### src/rtl/mpc_vsub_row_stream_pkg.sv
// Shared types and helpers for the row-subtract stream (e[i] - x[i]).
// Optional saturation is selected by MPC_VSUB_SAT_EN.
package mpc_vsub_pkg;

  typedef enum logic [1:0] {IDLE, PREF, RUN, FLUSH} vsub_state_e;

  localparam int VSUB_DW = 17;
  localparam logic [VSUB_DW-1:0] VSUB_MAX = {1'b0, {(VSUB_DW-1){1'b1}}};
  localparam logic [VSUB_DW-1:0] VSUB_MIN = {1'b1, {(VSUB_DW-1){1'b0}}};

  // A (W+1)-bit signed value fits W bits only when its top two bits agree.
  function automatic logic vsub_ovf(input logic sign_ext, input logic sign);
    return sign_ext != sign;
  endfunction

  function automatic logic [VSUB_DW-1:0] vsub_conv(input logic [VSUB_DW:0] d,
                                                   input logic sat_en);
    if (sat_en && vsub_ovf(d[VSUB_DW], d[VSUB_DW-1]))
      return d[VSUB_DW] ? VSUB_MIN : VSUB_MAX;
    return d[VSUB_DW-1:0];
  endfunction

endpackage

### src/rtl/mpc_vsub_row_stream_if.sv
// Element stream of the row-subtract block: x[i] in, r[i] out, valid/ready on both.
// master = the subtract block, slave = upstream/downstream neighbours.
interface mpc_vsub_row_stream_if #(
  parameter int DATA_WIDTH = 17
);
  logic [DATA_WIDTH-1:0] in_data;
  logic                  in_valid;
  logic                  in_ready;
  logic [DATA_WIDTH-1:0] out_data;
  logic                  out_valid;
  logic                  out_ready;
  logic                  out_last;

  modport master (
    input  in_data, in_valid, out_ready,
    output in_ready, out_data, out_valid, out_last
  );

  modport slave (
    output in_data, in_valid, out_ready,
    input  in_ready, out_data, out_valid, out_last
  );
endinterface

### src/rtl/mpc_vsub_row_stream_sat.sv
// Combinational (DATA_WIDTH+1)->DATA_WIDTH narrowing; clamps when MPC_VSUB_SAT_EN
// is defined, otherwise keeps the low DATA_WIDTH bits (two's-complement wrap).
module mpc_vsub_sat
  import mpc_vsub_pkg::*;
#(
  parameter int DATA_WIDTH = 17
) (
  input  logic [DATA_WIDTH:0]   d,
  output logic [DATA_WIDTH-1:0] q
);

`ifdef MPC_VSUB_SAT_EN
  localparam logic SAT_EN = 1'b1;
`else
  localparam logic SAT_EN = 1'b0;
`endif

  localparam logic [DATA_WIDTH-1:0] MAXV = {1'b0, {(DATA_WIDTH-1){1'b1}}};
  localparam logic [DATA_WIDTH-1:0] MINV = {1'b1, {(DATA_WIDTH-1){1'b0}}};

  always_comb begin
    q = d[DATA_WIDTH-1:0];
    if (SAT_EN && vsub_ovf(d[DATA_WIDTH], d[DATA_WIDTH-1]))
      q = d[DATA_WIDTH] ? MINV : MAXV;
  end

endmodule

### src/rtl/mpc_vsub_row_stream.sv
// Streams one row, r[i] = e[i] - x[i] with e from a 1-read ROM; start->first out >= 3 cycles,
// then 1 element/cycle. Single output register: input stalls while out_valid && !out_ready.
module mpc_vsub_row_stream
  import mpc_vsub_pkg::*;
#(
  parameter int DATA_WIDTH = 17,
  parameter int ADDR_WIDTH = 3,
  parameter int VEC_LEN    = 6
) (
  input  logic                  clk,
  input  logic                  reset,
  input  logic                  start,
  output logic                  busy,
  output logic                  done,
  output logic [ADDR_WIDTH-1:0] rom_address0,
  output logic                  rom_ce0,
  input  logic [DATA_WIDTH-1:0] rom_q0,
  mpc_vsub_row_stream_if.master strm
);

  localparam logic [ADDR_WIDTH-1:0] LAST = ADDR_WIDTH'(VEC_LEN - 1);

  vsub_state_e           state;
  logic [ADDR_WIDTH-1:0] idx;
  logic [DATA_WIDTH-1:0] out_data_q;
  logic                  out_valid_q;
  logic                  out_last_q;
  logic                  in_ready;
  logic                  hs;
  logic                  more;
  logic [DATA_WIDTH:0]   diff;
  logic [DATA_WIDTH-1:0] res;

  assign in_ready = (state == RUN) && (!out_valid_q || strm.out_ready);
  assign hs       = strm.in_valid && in_ready;
  assign more     = (idx != LAST);

  // ROM read is issued in the same cycle as the handshake so the next e[i]
  // is already registered in rom_q0 for a back-to-back handshake.
  assign rom_ce0      = !reset && (((state == IDLE) && start) || (hs && more));
  assign rom_address0 = (hs && more) ? idx + ADDR_WIDTH'(1) : '0;

  assign diff = {rom_q0[DATA_WIDTH-1], rom_q0} - {strm.in_data[DATA_WIDTH-1], strm.in_data};

  mpc_vsub_sat #(.DATA_WIDTH(DATA_WIDTH)) u_sat (
    .d (diff),
    .q (res)
  );

  assign strm.in_ready  = in_ready;
  assign strm.out_data  = out_data_q;
  assign strm.out_valid = out_valid_q;
  assign strm.out_last  = out_last_q;

  always_ff @(posedge clk) begin
    if (reset) begin
      state       <= IDLE;
      idx         <= '0;
      busy        <= 1'b0;
      done        <= 1'b0;
      out_data_q  <= '0;
      out_valid_q <= 1'b0;
      out_last_q  <= 1'b0;
    end else begin
      done <= 1'b0;
      case (state)
        IDLE: begin
          if (start) begin
            idx   <= '0;
            busy  <= 1'b1;
            state <= PREF;
          end
        end
        PREF: state <= RUN;
        RUN: begin
          if (hs) begin
            out_data_q  <= res;
            out_valid_q <= 1'b1;
            out_last_q  <= (idx == LAST);
            if (more) idx   <= idx + ADDR_WIDTH'(1);
            else      state <= FLUSH;
          end else if (out_valid_q && strm.out_ready) begin
            out_valid_q <= 1'b0;
            out_last_q  <= 1'b0;
          end
        end
        FLUSH: begin
          if (out_valid_q && strm.out_ready) begin
            out_valid_q <= 1'b0;
            out_last_q  <= 1'b0;
            done        <= 1'b1;
            busy        <= 1'b0;
            state       <= IDLE;
          end
        end
        default: state <= IDLE;
      endcase
    end
  end

endmodule

### src/flat_wrapper.sv
// flat-port wrapper written by rule: the top's interface ports become plain ports
module mpc_vsub_row_stream_flat import mpc_vsub_pkg::*;
#(
  parameter int DATA_WIDTH = 17,
  parameter int ADDR_WIDTH = 3,
  parameter int VEC_LEN    = 6
)
  (clk, reset, start, busy, done, rom_address0, rom_ce0, rom_q0, strm_in_data, strm_in_valid, strm_out_ready, strm_in_ready, strm_out_data, strm_out_valid, strm_out_last);
  mpc_vsub_row_stream_if #(.DATA_WIDTH(DATA_WIDTH)) strm_i ();
  input  logic clk;
  input  logic reset;
  input  logic start;
  output logic busy;
  output logic done;
  output logic [ADDR_WIDTH-1:0] rom_address0;
  output logic rom_ce0;
  input  logic [DATA_WIDTH-1:0] rom_q0;
  input wire logic [$bits(strm_i.in_data)-1:0] strm_in_data;
  input wire logic [$bits(strm_i.in_valid)-1:0] strm_in_valid;
  input wire logic [$bits(strm_i.out_ready)-1:0] strm_out_ready;
  output wire logic [$bits(strm_i.in_ready)-1:0] strm_in_ready;
  output wire logic [$bits(strm_i.out_data)-1:0] strm_out_data;
  output wire logic [$bits(strm_i.out_valid)-1:0] strm_out_valid;
  output wire logic [$bits(strm_i.out_last)-1:0] strm_out_last;
  assign strm_i.in_data = strm_in_data;
  assign strm_i.in_valid = strm_in_valid;
  assign strm_i.out_ready = strm_out_ready;
  assign strm_in_ready = strm_i.in_ready;
  assign strm_out_data = strm_i.out_data;
  assign strm_out_valid = strm_i.out_valid;
  assign strm_out_last = strm_i.out_last;
  mpc_vsub_row_stream #(.DATA_WIDTH(DATA_WIDTH), .ADDR_WIDTH(ADDR_WIDTH), .VEC_LEN(VEC_LEN)) u_core (.clk(clk), .reset(reset), .start(start), .busy(busy), .done(done), .rom_address0(rom_address0), .rom_ce0(rom_ce0), .rom_q0(rom_q0), .strm(strm_i));
endmodule
### config.mk
export PLATFORM = sky130hd
export DESIGN_NAME = mpc_vsub_row_stream_flat
export DESIGN_NICKNAME = d
export VERILOG_FILES = /design/src/rtl/mpc_vsub_row_stream_pkg.sv /design/src/rtl/mpc_vsub_row_stream_if.sv /design/src/rtl/mpc_vsub_row_stream_sat.sv /design/src/rtl/mpc_vsub_row_stream.sv /design/src/flat_wrapper.sv
export SDC_FILE = /design/constraint.sdc
export NUM_CORES = 1
export LEC_CHECK = 0
export CAP_MARGIN = 20
export CORE_ASPECT_RATIO = 1.5
export CORE_MARGIN = 5
export CORE_UTILIZATION = 42
export DETAILED_ROUTE_END_ITERATION = 12
export GPL_TIMING_DRIVEN = 1
export MAX_ROUTING_LAYER = met4
export PLACE_DENSITY = 0.8
export SKIP_CTS_REPAIR_TIMING = 1
export SLEW_MARGIN = 30
export SYNTH_ARGS = -nofsm -noshare
export SYNTH_HDL_FRONTEND = slang
export SYNTH_SLANG_ARGS = --single-unit
### constraint.sdc
create_clock -name clk -period 2.3 [get_ports clk]
set_clock_uncertainty 0.2 [all_clocks]
set_input_delay 0.575 -clock clk [delete_from_list [all_inputs] [get_ports clk]]
set_output_delay 0.575 -clock clk [all_outputs]
set_load 0.03 [all_outputs]
# Yosys cells after proc, flatten, opt, wreduce, memory -nomap -nowiden
# Cells that the tools add are included.
[op_classes] add_sub_neg=2 n_eq_ne=10 mux=20 bitwise=1 n_reduce_logical=19
[op_table] op="subtractor 17 bit" count=1
[op_table] op="2-to-1 mux 3 bit" count=4
[op_table] op="2-to-1 mux 2 bit" count=4
[op_table] op="one-hot mux 2 bit (4 select lines)" count=1
[op_table] op="AND reduction 4 bit" count=2
[op_table] op="2-to-1 mux 1 bit" count=7
[op_table] op="logical AND 1 bit" count=6
[op_table] op="inequality test 2 x 1 -> 1 bit, second input constant" count=3
[op_table] op="one-hot mux 1 bit (2 select lines)" count=3
[op_table] op="one-hot mux 3 bit (2 select lines)" count=1
[op_table] op="nonzero test 2 bit" count=3
[op_table] op="equality test 2 bit, second input constant" count=2
[op_table] op="inequality test 2 bit, second input constant" count=2
[op_table] op="adder 3 x 1 -> 3 bit, second input constant" count=1
[op_table] op="equality test 3 bit, second input constant" count=1
[op_table] op="inequality test 3 bit, second input constant" count=1
[op_table] op="AND reduction 3 bit" count=1
[op_table] op="equality test 2 x 1 -> 1 bit, second input constant" count=1
[op_table] op="logical NOT 1 bit" count=2
[op_table] op="logical NOT 2 bit" count=1
[op_table] op="logical OR 1 bit" count=2
[op_table] op="AND reduction 2 bit" count=1
[op_table] op="OR reduction 2 bit" count=1
[op_table] op="inverter 1 bit" count=1
[totals] reg_bits=26 out_inout_bits=26

# Longest topological paths before layout
# Gate-level depths: netlist (run 1).
[depth] ltp_word=7 depth_mapped=10 depth_no_buf=9

# By module
# Synthesis (run 1) repeated with hierarchy kept, for this count alone.
[hier_totals] hier_cells=281 area_unflattened_um2=2148.3
[modules_own_cells] mod="mpc_vsub_row_stream" n_inst=1 cells_per_inst=264 area_per_inst_um2=2020.7 seq_area_each_um2=520.5
[modules_own_cells] mod="mpc_vsub_sat" n_inst=1 cells_per_inst=17 area_per_inst_um2=127.6 seq_area_each_um2=0.0

# Worst setup path after synthesis (run 1)
# No wires, ideal clock.
[synth_timing] path_type="input port to flip-flop" from="input port rom_q0[0]" to="register u_core.out_data_q[16], in the netlist u_core.strm.out_data[16]" arrival_ps=2136 t_required_ps=1961 path_slack_ps=-176 stages=9 n_path_buf=0 path_cell_list="inv_1 -> ha_1 -> fa_1 -> nand2b_1 -> a21oi_1 -> o21ai_1 -> o211ai_1 -> and3_1 -> o221ai_1"
[synth_via] elab_chain_len=1
[synth_rtl] element="start, declared" line="flat_wrapper.sv:17" rtl="input logic [DATA_WIDTH-1:0] rom_q0;"
[synth_rtl] element="subtractor 17 bit" line="mpc_vsub_row_stream.sv:43" rtl="assign diff = {rom_q0[DATA_WIDTH-1], rom_q0} - {strm.in_data[DATA_WIDTH-1], strm.in_data};"
[synth_rtl] element="end signal, assigned" line="mpc_vsub_row_stream.sv:77" rtl="out_data_q <= res;"
[synth_rtl] element="end, declared" line="mpc_vsub_row_stream.sv:25" rtl="logic [DATA_WIDTH-1:0] out_data_q;"
# No other way between the ends.
# A chain may end at the register's enable or synchronous reset.

# Worst setup path after layout (run 1)
# Ends and elaborated chain as after synthesis.

==> metrics.md, run 1 <==
| Metric | Value |
|---|---|
| Status | finished with violations |
| Failing checks | setup timing |
| Largest net degree at the start of global routing | 21 |
| First-pass GRT wire length | 9.00 mm |
| Synth Cell Area | 1990 um2 |
| Ant diodes | 0 |
| Num CTS Buffers | 3 |
| Netlist cell types | 45 |
| Hold path start | u_core.strm.out_data[5] |
| PnR Total Power | 2.15 mW |
| Fin nets | 436 |
| CP required | 2250 ps |
| Pwr/cell area | 616 nW/um2 |
| Syn nets | 325 |
| Mean area per synthesized cell | 7.54 um2 |
| RSZ-0062 raised after global routing | yes |
| Vias in the first global route | 2196 |
| Slowest cell on crit path | fa_2 |
| Initial core utilization | 0.434 |
| Critical path buffers and inverters | 2 |
| Fmax | 428 MHz |
| Fin area | 3490 um2 |
| DR top layer | met4 |
| CTS Root Buffer Type | clkbuf_8 |
| Pins Over Slew Limit | 0 |
| Reg area | 520 um2 |
| Die extent in y | 94.3 um |
| Worst-path cell chain | buf_8, inv_12, ha_4, fa_2, nand2b_4, a21oi_4, o21ai_2, o211ai_1, and3_1, o221ai_1 |
| Top post-synthesis cells by area | dfxtp_1 26%, ha_1 13%, a21oi_1 5.3% |
| Setup_tns | -44.2 ps |
| Reg-to-reg startpoint | u_core.state[0] |
| CTS max path bufs | 2 |
| Hold WS | 260 ps |
| Core ar. | 4580 um2 |
| CP delay by family, top | compound AO/OA/AOI/OAI gates |
| Clk pin slew, worst setup/hold paths | 90 ps |
| Layout Cells excl Fill | 438 |
| Setup violators final | 2 |
| CP startpoint kind | input pin |
| Die footprint | 6240 um2 |
| Count of final hold-check violations | 0 |
| Area of the multi-input gates | 1650 um2 |
| Maxcap violations | 0 |
| Antenna Nets Post-Route | 0 |
| RD Place Congestion | 0.878 |
| Max FO, Critical Path | 4 |
| M1 WL | 2.47 mm |
| Kind of critical path | in -> reg |
| Max IR drop VDD | 0.292 mV |
| Htree depth | 1 |
| Initial antenna violation count | 0 |
| Ports | 65 |
| Final setup margin | -37.8 ps |
| Drt wl/cell | 14.8 um |
| Worst EP arrival | 2290 ps |
| Post-DP HPWL | 4.53 mm |
| Cell total after placement | 428 |
| Vias per cell | 5.30 |
| Leak pwr | 1.62 nW |
| Met2 WL | 3.67 mm |
| Min cycle time layout | 2340 ps |
| Area after DPL | 3050 um2 |
| CTS tree | done |
| Clk Latency, worst-skew pair | 270 ps |
| Crit end category | flip-flop |
| Initial DRC count | 133 |
| Part of the cycle the worst path needs | 1.02 |
| Area growth, synth to finish | 75.5% |
| DRT Pass-1 Iters | 4 |
| Row cnt | 30 |
| Gr ovfl total | 0 |
| Share of layout cells above drive strength 1 | 0.324 |
| Slew margin rel. | 0.766 |
| Post-synthesis sequential area ratio | 0.262 |
| Via count | 2320 |
| Metal3 WL | 192 um |
| Dpl ws | -847 ps |
| #FFs+latches synth | 26 |
| Clock sinks | 26 |
| Min-Delay Path Class | reg -> reg |
| Worst setup startpoint | rom_q0[0] |
| Post-synth top area cell | dfxtp_1 |
| Slowest Stage Delay on Critical Path | 390 ps |
| Yosys Warn Count | 0 |
| Slew of the pin with the lowest slew margin | 350 ps |
| Syn Inst Count | 264 |
| Input/output buffers | 64 |
| WL final | 6.47 mm |
| Gr usage total | 0.181 |
| Fill cell count | 319 |
| Finished Core Util | 0.763 |
| DRC Markers | 0 |
| Yosys top cell area share | 0.262 |
| Die Wd | 66.2 um |
logic make-up (layout without fill, tap and decap cells):
kind of cell               count (synthesis)  in the layout  share of synthesized area
adders and majority gates                 22             22                      0.142
and+or+nand+nor                           95             95                      0.229
AOI/OAI and AO/OA                         73             73                      0.239
DFF                                       26             26                      0.262
xor gates and xnor gates                   9              9                     0.0396
muxes                                      3              3                     0.0157
buffers and inverters                     36            146                     0.0730
where the power goes:
group / internal, mW / switching [mW] / leakage (nW)
combinational: 0.599 / 0.665 / 1.38
clock: 0.153 / 0.148 / 0.0288
sequential: 0.527 / 0.0583 / 0.211
area by class of cell:
class | count | area share
clock buffer | 4 | 0.0158
inverter | 26 | 0.0315
multi-input combinational | 202 | 0.473
sequential | 26 | 0.149
tap | 64 | 0.0229
timing repair buffer | 116 | 0.308
final timing paths:
kind | to | slack (ps) | cells past startpoint
min reg2reg | u_core.strm.out_data[5] | 260 | 2
max | u_core.strm.out_data[16] | -40 | 10
min | u_core.strm.out_data[5] | 260 | 2
max reg2reg | u_core.idx[0] | 250 | 10
Yosys cell counts:
| cell type | count |
|---|---|
| o2111ai_1 | 1 |
| o221ai_1 | 1 |
| buf_1 | 1 |
| o21a_1 | 2 |
| nand3_2 | 2 |
| nand2b_1 | 5 |
| a32oi_1 | 1 |
| or3_1 | 2 |
| a221o_1 | 1 |
| nand3_1 | 11 |
| a221oi_2 | 1 |
| nor2_1 | 28 |
| nor2b_1 | 4 |
| and3_1 | 3 |
| a22oi_1 | 1 |
| mux2_2 | 1 |
| a21oi_1 | 21 |
| a31oi_1 | 3 |
| a211oi_2 | 1 |
| o21ai_1 | 2 |
| nand4_1 | 3 |
| xnor2_1 | 8 |
| a311o_1 | 1 |
| o211ai_1 | 5 |
| o31ai_1 | 1 |
| nor4b_1 | 2 |
| a211oi_1 | 6 |
| a21o_1 | 8 |
| o31a_1 | 1 |
| nand2_1 | 25 |
| o22ai_1 | 2 |
| clkbuf_1 | 5 |
| buf_2 | 2 |
| and2_4 | 1 |
| o311ai_0 | 1 |
| ha_1 | 21 |
| inv_1 | 26 |
| fa_1 | 1 |
| mux2i_1 | 2 |
| xor2_1 | 1 |
| dfxtp_1 | 26 |
| o21ai_0 | 13 |
| buf_4 | 2 |
| and2_1 | 3 |
| nor3_1 | 6 |
sequential cells by signal, indices dropped and copies added, names as in the netlist:
register               count
u_core.done                1
u_core.strm.out_valid      1
u_core.busy                1
u_core.idx                 3
u_core.strm.out_last       1
u_core.strm.out_data      17
u_core.state               2
per-layer routing:
layer | up-vias | GRT usage
met5 | - | -
met4 | 0 | 0.0678
met3 | 14 | 0.00838
met2 | 62 | 0.344
met1 | 1100 | 0.192
li1 | 1144 | -
worst min-delay path: stages, from the launching register on:
cell and delay, ps:
dfxtp_1 320, nand3_1 60, o21ai_1 50
cells in the final DEF, fill, tap and decap left out, types with 3 or more instances in the layout:
| cell type | instances |
|---|---|
| and3_1 | 3 |
| nand2_1 | 22 |
| nor2b_1 | 4 |
| nor2_1 | 24 |
| a31oi_1 | 3 |
| inv_2 | 9 |
| ha_4 | 12 |
| clkbuf_8 | 4 |
| ha_1 | 8 |
| dfxtp_1 | 26 |
| o21ai_1 | 3 |
| o211ai_1 | 5 |
| o21ai_0 | 8 |
| nor3_1 | 6 |
| dlymetal6s2s_1 | 20 |
| nand3_1 | 11 |
| a211oi_1 | 5 |
| and2_1 | 3 |
| clkdlybuf4s50_1 | 36 |
| a21oi_2 | 6 |
| buf_4 | 54 |
| xnor2_1 | 7 |
| inv_1 | 16 |
| nand2b_1 | 3 |
| o21ai_2 | 4 |
| buf_6 | 3 |
| a21oi_1 | 12 |
| nand4_1 | 3 |
| a21oi_4 | 3 |
| a21o_1 | 8 |
(Power assumes the default switching activity.)
==> run 2, diff against run 1 <==
--- a/config.mk
+++ b/config.mk
@@ -8,11 +8,11 @@
 export CAP_MARGIN = 20
 export CORE_ASPECT_RATIO = 1.5
 export CORE_MARGIN = 5
-export CORE_UTILIZATION = 42
+export CORE_UTILIZATION = 46
 export DETAILED_ROUTE_END_ITERATION = 12
 export GPL_TIMING_DRIVEN = 1
 export MAX_ROUTING_LAYER = met4
-export PLACE_DENSITY = 0.8
+export PLACE_DENSITY = 0.83
 export SKIP_CTS_REPAIR_TIMING = 1
 export SLEW_MARGIN = 30
 export SYNTH_ARGS = -nofsm -noshare
==> constraint.sdc (replaced) <==
create_clock -name clk -period 2.18 [get_ports clk]
set_clock_uncertainty 0.2 [all_clocks]
set_input_delay 0.545 -clock clk [delete_from_list [all_inputs] [get_ports clk]]
set_output_delay 0.545 -clock clk [all_outputs]
set_load 0.03 [all_outputs]
==> run 2 against run 1 <==
The run still ends with setup timing left. Via count is 3.6% higher. Flip-flop and latch count stayed put. Sequential share of layout area is essentially flat. First-iteration DRC count is 31% higher. Total power is 6.8% higher. Cell count down 4.6%. Sequential power grew 7.2%. Wire length increased by 3.1%. Die area down 7.6%. Non-clock buffer count decreased by 2. Critical path depth rose by 1. Critical endpoint unchanged.
==> metrics.md, run 2 (same netlist as run 1, synthesis figures left out) <==
| Metric | Value |
|---|---|
| Status | finished with violations (unchanged) |
| Failing checks | setup timing (unchanged) |
| Leak pwr | 1.62 nW (about the same) |
| Kind of critical path | in -> reg (unchanged) |
| M1 WL | 2.52 mm (was 2.47 mm) |
| Drt wl/cell | 16.0 um (was 14.8 um) |
| Slowest cell on crit path | fa_2 (unchanged) |
| Setup_tns | -113 ps (was -44.2 ps) |
| DR top layer | met4 (unchanged) |
| Sw Ratio | 0.407 (was 0.405) |
| Initial core utilization | 0.473 (was 0.434) |
| Dpl ws | -922 ps (was -847 ps) |
| RD Place Congestion | 0.877 (was 0.878) |
| Htree depth | 1 (unchanged) |
| Antenna Nets Post-Route | 0 (unchanged) |
| Max IR drop VDD | 0.687 mV (was 0.292 mV) |
| Hold WS | 258 ps (was 260 ps) |
| WL final | 6.67 mm (was 6.47 mm) |
| Share of total power in the clock network | 0.139 (was 0.140) |
| Met2 WL | 3.60 mm (was 3.67 mm) |
| Pint | 1.36 mW (was 1.28 mW) |
| Most frequent cells in the layout | 53 x buf_4, 33 x clkdlybuf4s50_1, 25 x nor2_1, 23 x dfxtp_1, 22 x dlymetal6s2s_1 (was 54 x buf_4, 36 x clkdlybuf4s50_1, 26 x dfxtp_1, 24 x nor2_1, 22 x nand2_1) |
| Min cycle time layout | 2250 ps |
| Metal3 WL | 340 um (was 192 um) |
| Most common cell after layout, fill and taps aside | buf_4 (unchanged) |
| Worst EP arrival | 2250 ps (was 2290 ps) |
| DRT Pass-1 Iters | 4 (unchanged) |
| Clk Latency, worst-skew pair | 280 ps (was 270 ps) |
| Die Wd | 63.7 um (was 66.2 um) |
| Row cnt | 29 (was 30) |
| Pwr/cell area | 655 nW/um2 (was 616 nW/um2) |
| Slew of the pin with the lowest slew margin | 360 ps (was 350 ps) |
| Initial DRC count | 174 (was 133) |
| Area growth, synth to finish | 76.2% (was 75.5%) |
| Area after DPL | 3010 um2 (was 3050 um2) |
| Die footprint | 5770 um2 (was 6240 um2) |
| Clk pin slew, worst setup/hold paths | 90 ps (about the same) |
| CP required | 2190 ps (was 2250 ps) |
| Via count | 2404 (was 2320) |
| Gr usage total | 0.185 (was 0.181) |
| CTS max path bufs | 2 (unchanged) |
| PnR Total Power | 2.30 mW (was 2.15 mW) |
| Setup violators final | 4 (was 2) |
| Ant diodes | 0 (unchanged) |
| CTS tree | done (unchanged) |
| Vias per cell | 5.75 (was 5.30) |
| Max FO, Critical Path | 4 (unchanged) |
| Vias in the first global route | 2115 (was 2196) |
| Pins Over Slew Limit | 0 (unchanged) |
| Slowest Stage Delay on Critical Path | 340 ps (was 390 ps) |
| Comb power frac | 0.588 (about the same) |
| Die extent in y | 90.5 um (was 94.3 um) |
| Gr ovfl total | 0 (unchanged) |
| Fmax | 445 MHz |
| CTS Root Buffer Type | clkbuf_8 (unchanged) |
| Count of final hold-check violations | 0 (unchanged) |
| Fin area | 3510 um2 (was 3490 um2) |
| Min-Delay Path Class | reg -> reg (unchanged) |
| RSZ-0062 raised after global routing | yes (unchanged) |
| Sw Pwr | 0.936 mW (was 0.871 mW) |
| Critical path buffers and inverters | 3 (was 2) |
| CP startpoint kind | input pin (unchanged) |
| Largest register FFs | 17 (unchanged) |
| Crit end category | flip-flop (unchanged) |
| Share of layout cells above drive strength 1 | 0.360 (was 0.324) |
| Final setup margin | -68.6 ps (was -37.8 ps) |
| Post-DP HPWL | 4.50 mm (was 4.53 mm) |
| Slew margin rel. | 0.759 (was 0.766) |
| Core ar. | 4210 um2 (was 4580 um2) |
| Ports | 65 (unchanged) |
| Worst-path cell chain | buf_12, inv_12, ha_4, fa_2, nand2b_4, a21oi_4, o21ai_2, o211ai_1, buf_4, nand4_1, o221ai_2 (was buf_8, inv_12, ha_4, fa_2, nand2b_4, a21oi_4, o21ai_2, o211ai_1, and3_1, o221ai_1) |
| Part of the cycle the worst path needs | 1.03 |
| Input/output buffers | 64 (unchanged) |
| Num CTS Buffers | 3 (unchanged) |
| First-pass GRT wire length | 8.69 mm (was 9.00 mm) |
| Clock sinks | 26 (unchanged) |
| Flop pwr share | 0.273 (was 0.272) |
| DRC Markers | 0 (unchanged) |
| Largest net degree at the start of global routing | 16 (was 21) |
| CP delay by family, top | compound AO/OA/AOI/OAI gates (unchanged) |
| Maxcap violations | 0 (unchanged) |
| Initial antenna violation count | 0 (unchanged) |
| Fin nets | 434 (was 436) |
==> run 2: cell types whose count changed in the layout (fill, tap and decap cells not counted), moves of 3 or more <==
cell | before | now
clkdlybuf4s50_1 | 36 | 33
ha_1 | 8 | 5
inv_1 | 16 | 13
dfxtp_2 | 0 | 3
dfxtp_1 | 26 | 23
==> run 2: stage by stage <==
| stage | util | instances |
|---|---|---|
| 2_1_floorplan | - | 264 |
| 3_3_place_gp | 0.716 | 408 |
| 3_5_place_dp | 0.716 | 408 |
| 4_1_cts | 0.729 | 412 |
| 5_1_grt | 0.833 | 418 |
| 6_report | 0.833 | 418 |
==> run 2: routing by layer <==
layer	vias up	track usage
li1	1143	-
met1	1146	0.193
met2	93	0.335
met3	22	0.0187
met4	0	0.0936
met5	-	-
==> run 2: power groups by stage <==
stage	Combinational [mW]	Sequential, mW	Clock (mW)
global placement	1.15	0.618	0
CTS	1.19	0.611	0.324
floorplan	0.604	0.731	0
finish	1.35	0.628	0.319
global route	1.45	0.635	0.342
detailed placement	1.18	0.622	0
==> run 2: area by class of cell <==
type	instances	area (um2)
inverters	26	113
multi-input cells	202	1690
fillers	240	703
well taps	46	57.6
repair buffers	114	1070
flip-flops and latches	26	524
clock buffers	4	55.1
==> run 2: worst reg2reg max path, cell delays in order (launching register included) <==
cell and delay, ps:
dfxtp_1 350, inv_1 80, ha_2 200, nand2_2 90, nand3_4 100, buf_4 150, a211oi_2 200, buf_4 170
nand2_1 50, mux2_2 260, nor2_1 110
==> run 2: worst paths after layout <==
path / from / endpoint / slack [ps] / cells past startpoint
setup / recovery: rom_q0[0] / u_core.strm.out_data[16] / -70 / 11
hold / removal: u_core.strm.out_data[2] / u_core.strm.out_data[2] / 260 / 2
setup reg to reg: u_core.idx[1] / u_core.idx[0] / 160 / 10
hold reg to reg: u_core.strm.out_data[2] / u_core.strm.out_data[2] / 260 / 2
==> run 3, diff against run 2 <==
--- a/config.mk
+++ b/config.mk
@@ -11,10 +11,11 @@
 export CORE_UTILIZATION = 46
 export DETAILED_ROUTE_END_ITERATION = 12
 export GPL_TIMING_DRIVEN = 1
+export HOLD_SLACK_MARGIN = 0.02
 export MAX_ROUTING_LAYER = met4
 export PLACE_DENSITY = 0.83
 export SKIP_CTS_REPAIR_TIMING = 1
-export SLEW_MARGIN = 30
+export SLEW_MARGIN = 20
 export SYNTH_ARGS = -nofsm -noshare
 export SYNTH_HDL_FRONTEND = slang
 export SYNTH_SLANG_ARGS = --single-unit
==> results of run 3 <==
The final DEF is identical to that of run 2; final timing and power are the same.
==> RTL edit 1 (config.mk and constraints of run 1) <==
`ADDR_WIDTH` is set to 3 in 2 places; all go to 4.
--- a/src/rtl/mpc_vsub_row_stream.sv
+++ b/src/rtl/mpc_vsub_row_stream.sv
@@ -6,3 +6,3 @@
   parameter int DATA_WIDTH = 17,
-  parameter int ADDR_WIDTH = 3,
+  parameter int ADDR_WIDTH = 4,
   parameter int VEC_LEN    = 6
--- a/src/flat_wrapper.sv
+++ b/src/flat_wrapper.sv
@@ -4,3 +4,3 @@
   parameter int DATA_WIDTH = 17,
-  parameter int ADDR_WIDTH = 3,
+  parameter int ADDR_WIDTH = 4,
   parameter int VEC_LEN    = 6
Interface: changed (resized rom_address0); port bits go from 65 to 66. No check against the original RTL was run, so the function may have changed too.
==> RTL edit 1 against run 1 <==
- power grew 0.35%
- wire length grew 4.6%
- the flow still finishes with violations (setup timing)
- critical path type unchanged
- first-iteration DRC count shrank 31%
- clock power shrank 11%
- cell area grew 4.7%
- sequential cell count grew 1
- count of clock-buffer cells in the layout is the same
- highest routed layer unchanged
- maximum frequency shrank 6.4%
- sequential power grew 3%
- die area grew 1.3%
- synthesized area grew 1.4%
- worst setup slack lost 0.16 ns
- register-to-register slack lost 0.11 ns
==> RTL edit 1: results (changes against run 1) <==
[timing]
setup_viol = 7  ; was 2
fin_ws_ns = -0.1970  ; was -0.03780 ns
fin_tns_setup_ns = -1.024  ; was -0.04419 ns
slew_headroom_pct = 77.35  ; was 76.57%

[route]
drtIter0Drc = 92  ; was 133
vias = 2339  ; was 2320
avgRoutedWirePerCell_um = 15.20  ; was 14.76 um

[global_route]
grt_start_max_net_pins = 16  ; was 21
grt_pass1_vias = 2134  ; was 2196
grt_pass1_wl_um = 8721  ; was 8997 um

[synthesis]
synth_top_area_share_pct = 26.78  ; was 26.16%
ys_types = 52  ; was 45
async_flop_share_pct = 0  ; unchanged
yosysSeqAreaShare_pct = 26.78  ; was 26.16%
ys_top_cells_by_count = 36 x nand2_1, 27 x dfxtp_1, 25 x inv_1  ; was 28 x nor2_1, 26 x dfxtp_1, 26 x inv_1
syn_nets = 324  ; was 325
synth_area_leaders = dfxtp_1 27%, ha_1 13%, nand2_1 6.7%  ; was dfxtp_1 26%, ha_1 13%, a21oi_1 5.3%

[placement]
place.gp.congestion = 0.8143  ; was 0.8781
portBuffers = 65  ; was 64
hpwl_um = 4664  ; was 4527 um
place_area_sq_mm = 0.003136  ; was 0.003045 sq mm

[worst_hold_path]
hold_end = u_core.strm.out_data[4]$_SDFFE_PP0P_  ; was u_core.strm.out_data[5]$_SDFFE_PP0P_
hp-start = u_core.strm.out_data[4]$_SDFFE_PP0P_  ; was u_core.strm.out_data[5]$_SDFFE_PP0P_

[cells_and_area]
layout-drive-gt1-share_pct = 36.94  ; was 32.35%
fin_nets = 441  ; was 436

[critical_path]
worst-endpoint-arrival_ns = 2.52  ; was 2.29 ns
timing.rr.start = u_core.state[1]$_SDFFE_PP0P_  ; was u_core.state[0]$_SDFFE_PP0P_
ff2ff_path_depth = 7  ; was 10
r2r_slack_ns = 0.14  ; was 0.25 ns

[run_status]
violations = setup timing  ; unchanged
status = complete, but fails checks  ; unchanged

[power]
power.leakage_nw = 1.662  ; was 1.624 nW

RTL edit 1: cell count changes after synthesis, sizes merged, moves of 3 or more:
cell    delta
a21o       -6
nor3       -3
nor2       -6
clkbuf     +4
nand2     +11
buf        -5
o21ai      -3
nand3      -3
a211oi     -4
RTL edit 1: how the worst max path moves through the flow:
stage	from	end	slack [ns]	cells past startpoint
2_1_floorplan	rom_q0[0]	u_core.strm.out_data[14]$_SDFFE_PP0P_	-0.21	9
3_3_place_gp	rom_q0[0]	u_core.strm.out_data[14]$_SDFFE_PP0P_	-0.94	10
3_5_place_dp	rom_q0[0]	u_core.strm.out_data[14]$_SDFFE_PP0P_	-0.96	10
4_1_cts	rom_q0[0]	u_core.strm.out_data[14]$_SDFFE_PP0P_	-0.67	10
5_1_grt	strm_in_data[4]	u_core.strm.out_data[15]$_SDFFE_PP0P_	-0.27	10
6_report	rom_q0[1]	u_core.strm.out_data[11]$_SDFFE_PP0P_	-0.20	8
RTL edit 1: logic make-up (layout without fill, tap and decap cells):
family	count (synthesis)	after routing	synth area share (%)
simple gates	98	98	23.50
compound gates	68	68	23.06
buf+inv	35	151	6.819
flops	27	27	26.78
fa+ha+maj	22	22	14.01
xor+xnor	11	11	4.774
mux	2	2	1.054
RTL edit 1: power breakdown:
group          internal, mW  switching (mW)  total, mW
sequential            0.543          0.0587      0.601
clock                 0.124           0.145      0.269
combinational         0.617           0.672       1.29
RTL edit 1: layout make-up:
type	instances	area share, %
Clock buffer	4	1.232
Inverter	25	3.047
Multi-Input combinational cell	201	47.45
Sequential cell	27	14.82
Tap cell	66	2.259
Timing Repair Buffer	122	31.19
RTL edit 1: worst max-delay path, stage by stage:
cell and delay [ns]:
clkbuf_2 0.11, ha_4 0.26, nor2b_4 0.16, o2111ai_4 0.12, a31o_1 0.29, o311a_4 0.38, or4_1 0.53, nand3_1 0.08
RTL edit 1: routing by layer:
layer,vias up,wire length [um],global-route usage [%],share of wire (%)
li1,1161,-,-,-
met1,1076,2659,18.18,39
met3,25,264,1.310,3.9
met4,0,257,6.949,3.8
met2,77,3582,33.69,53
met5,-,0,-,0
RTL edit 1: metrics by stage:
stage / util, % / cells / total power, mW / setup slack, ns / hold WS, ns
after floorplan: - / 263 / 1.254 / -0.2122 / 0.2770
after global placement: 66.26 / 432 / 1.686 / -0.9376 / 0.2391
after detailed placement: 66.26 / 432 / 1.725 / -0.9612 / 0.2462
after CTS: 67.21 / 436 / 1.995 / -0.6666 / 0.2561
after global routing: 77.23 / 445 / 2.297 / -0.2714 / 0.2881
final: 77.23 / 445 / 2.159 / -0.1970 / 0.2535
==> RTL edit 2 (config.mk and constraints of run 1) <==
Made on the original files. Encoding of `vsub_state_e`: now one-hot (4 bits for 4 states).
--- a/src/rtl/mpc_vsub_row_stream_pkg.sv
+++ b/src/rtl/mpc_vsub_row_stream_pkg.sv
@@ -4,3 +4,3 @@
 
-  typedef enum logic [1:0] {IDLE, PREF, RUN, FLUSH} vsub_state_e;
+  typedef enum logic [3:0] {IDLE = 4'b0001, PREF = 4'b0010, RUN = 4'b0100, FLUSH = 4'b1000} vsub_state_e;
 
Check against the original RTL: no difference found for any inputs over 10 cycles, from zero or initial values and one cycle with reset high; not proved beyond that.
==> RTL edit 2 against run 1 <==
- cell area up 5.4%
- sequential cell count up 2
- critical endpoint is now rom_address0[0]
- utilization is 0.28 points higher
- maximum frequency shrank 3.7%
- the flow still finishes with violations (setup timing)
- worst setup slack got worse by 0.089 ns
- wire length rose by 7.4%
- synthesized area rose by 3.5%
Power is not compared: it rests on default switching activity, and its combinational part moved more than twofold at a synthesized area within 25%.
==> RTL edit 2: results (changes against run 1) <==
[cells_and_area]
multi_input_area_sq_mm = 0.001715  ; was 0.001652 sq mm
layout-drive-gt1-share_pct = 36.22  ; was 32.35%
ff_latch_area_sq_um = 571.8  ; was 520.5 sq um
nonClkBufAreaFrac_pct = 30.83  ; was 30.78%
inverters = 24  ; was 26
fill_cells = 332  ; was 319
fin_nets = 440  ; was 436

[placement]
place.gp.congestion = 0.8517  ; was 0.8781
pre_cts_ws_ns = -0.9620  ; was -0.8470 ns
hpwl_um = 4653  ; was 4527 um
placedCellCount = 434  ; was 428
place_area_sq_mm = 0.003098  ; was 0.003045 sq mm

[synthesis]
synth_fa_ha_area_share_pct = 11.91  ; was 14.21%
synth-compound-area-share_pct = 23.95  ; was 23.90%
ys_types = 53  ; was 45
synth_area_leaders = dfxtp_1 27%, ha_1 11%, a21oi_1 7.8%  ; was dfxtp_1 26%, ha_1 13%, a21oi_1 5.3%
syn_area_per_cell_sq_um = 7.680  ; was 7.536 sq um
ys_top_cells_by_count = 32 x a21oi_1, 28 x dfxtp_1, 26 x nand2_1  ; was 28 x nor2_1, 26 x dfxtp_1, 26 x inv_1
synth_mux_area_share_pct = 0  ; was 1.572%
synth_xor_xnor_area_share_pct = 5.106  ; was 3.962%
syn_nets = 326  ; was 325

[run_status]
violations = setup timing  ; unchanged
status = complete, but fails checks  ; unchanged

[route]
drtIter0Drc = 91  ; was 133
via_per_inst = 5.473  ; was 5.297
finalWirelength_um = 6942  ; was 6465 um
drt-met1-wl_um = 2446  ; was 2471 um
vias = 2452  ; was 2320
wl_met3_um = 303  ; was 192 um
dr.pass1.iters = 5  ; was 4

[critical_path]
crit_family = simple AND/OR/NAND/NOR gates  ; was compound AO/OA/AOI/OAI gates
cp_slowest_stage_delay_ns = 0.37  ; was 0.39 ns
worstPathMaxFanout = 4  ; unchanged

[global_route]
grt_usage_pct = 18.29  ; was 18.12%
grt_pass1_wl_um = 9045  ; was 8997 um
grt_pass1_vias = 2180  ; was 2196
grt_use_met3_pct = 0.9346  ; was 0.8383%
use_met2_pct = 35.85  ; was 34.38%
antenna_found_initial = 1  ; was 0
grt_start_max_net_pins = 22  ; was 21

[timing]
setup_viol = 6  ; was 2
fin_ws_ns = -0.1272  ; was -0.03780 ns
slew_headroom_pct = 66.73  ; was 76.57%

[power]
vdd_drop_max_v = 0.0002429
power_mw = 1.495

[die]
die_w_um = 67.16  ; was 66.20 um

## RTL edit 2: cell count changes in the layout (fill, tap and decap cells not counted), sizes merged, moves of 4 or more
cell | before | now
nand3 | 13 | 5
a21o | 8 | 3
xor2 | 1 | 5
buf | 58 | 64
nor2 | 28 | 23
nand3b | 0 | 5
a21oi | 21 | 32
## RTL edit 2: final timing paths
check                                                            end  cells after the start                                 start  slack [ns]
worst max-delay path                                 rom_address0[0]                      7          u_core.state[1]$_SDFFE_PP0P_       -0.13
worst min-delay path            u_core.strm.out_data[5]$_SDFFE_PP0P_                      2  u_core.strm.out_data[5]$_SDFFE_PP0P_        0.26
worst max register to register          u_core.state[2]$_SDFFE_PP0P_                      6          u_core.state[1]$_SDFFE_PP0P_        0.38
worst min register to register  u_core.strm.out_data[5]$_SDFFE_PP0P_                      2  u_core.strm.out_data[5]$_SDFFE_PP0P_        0.26
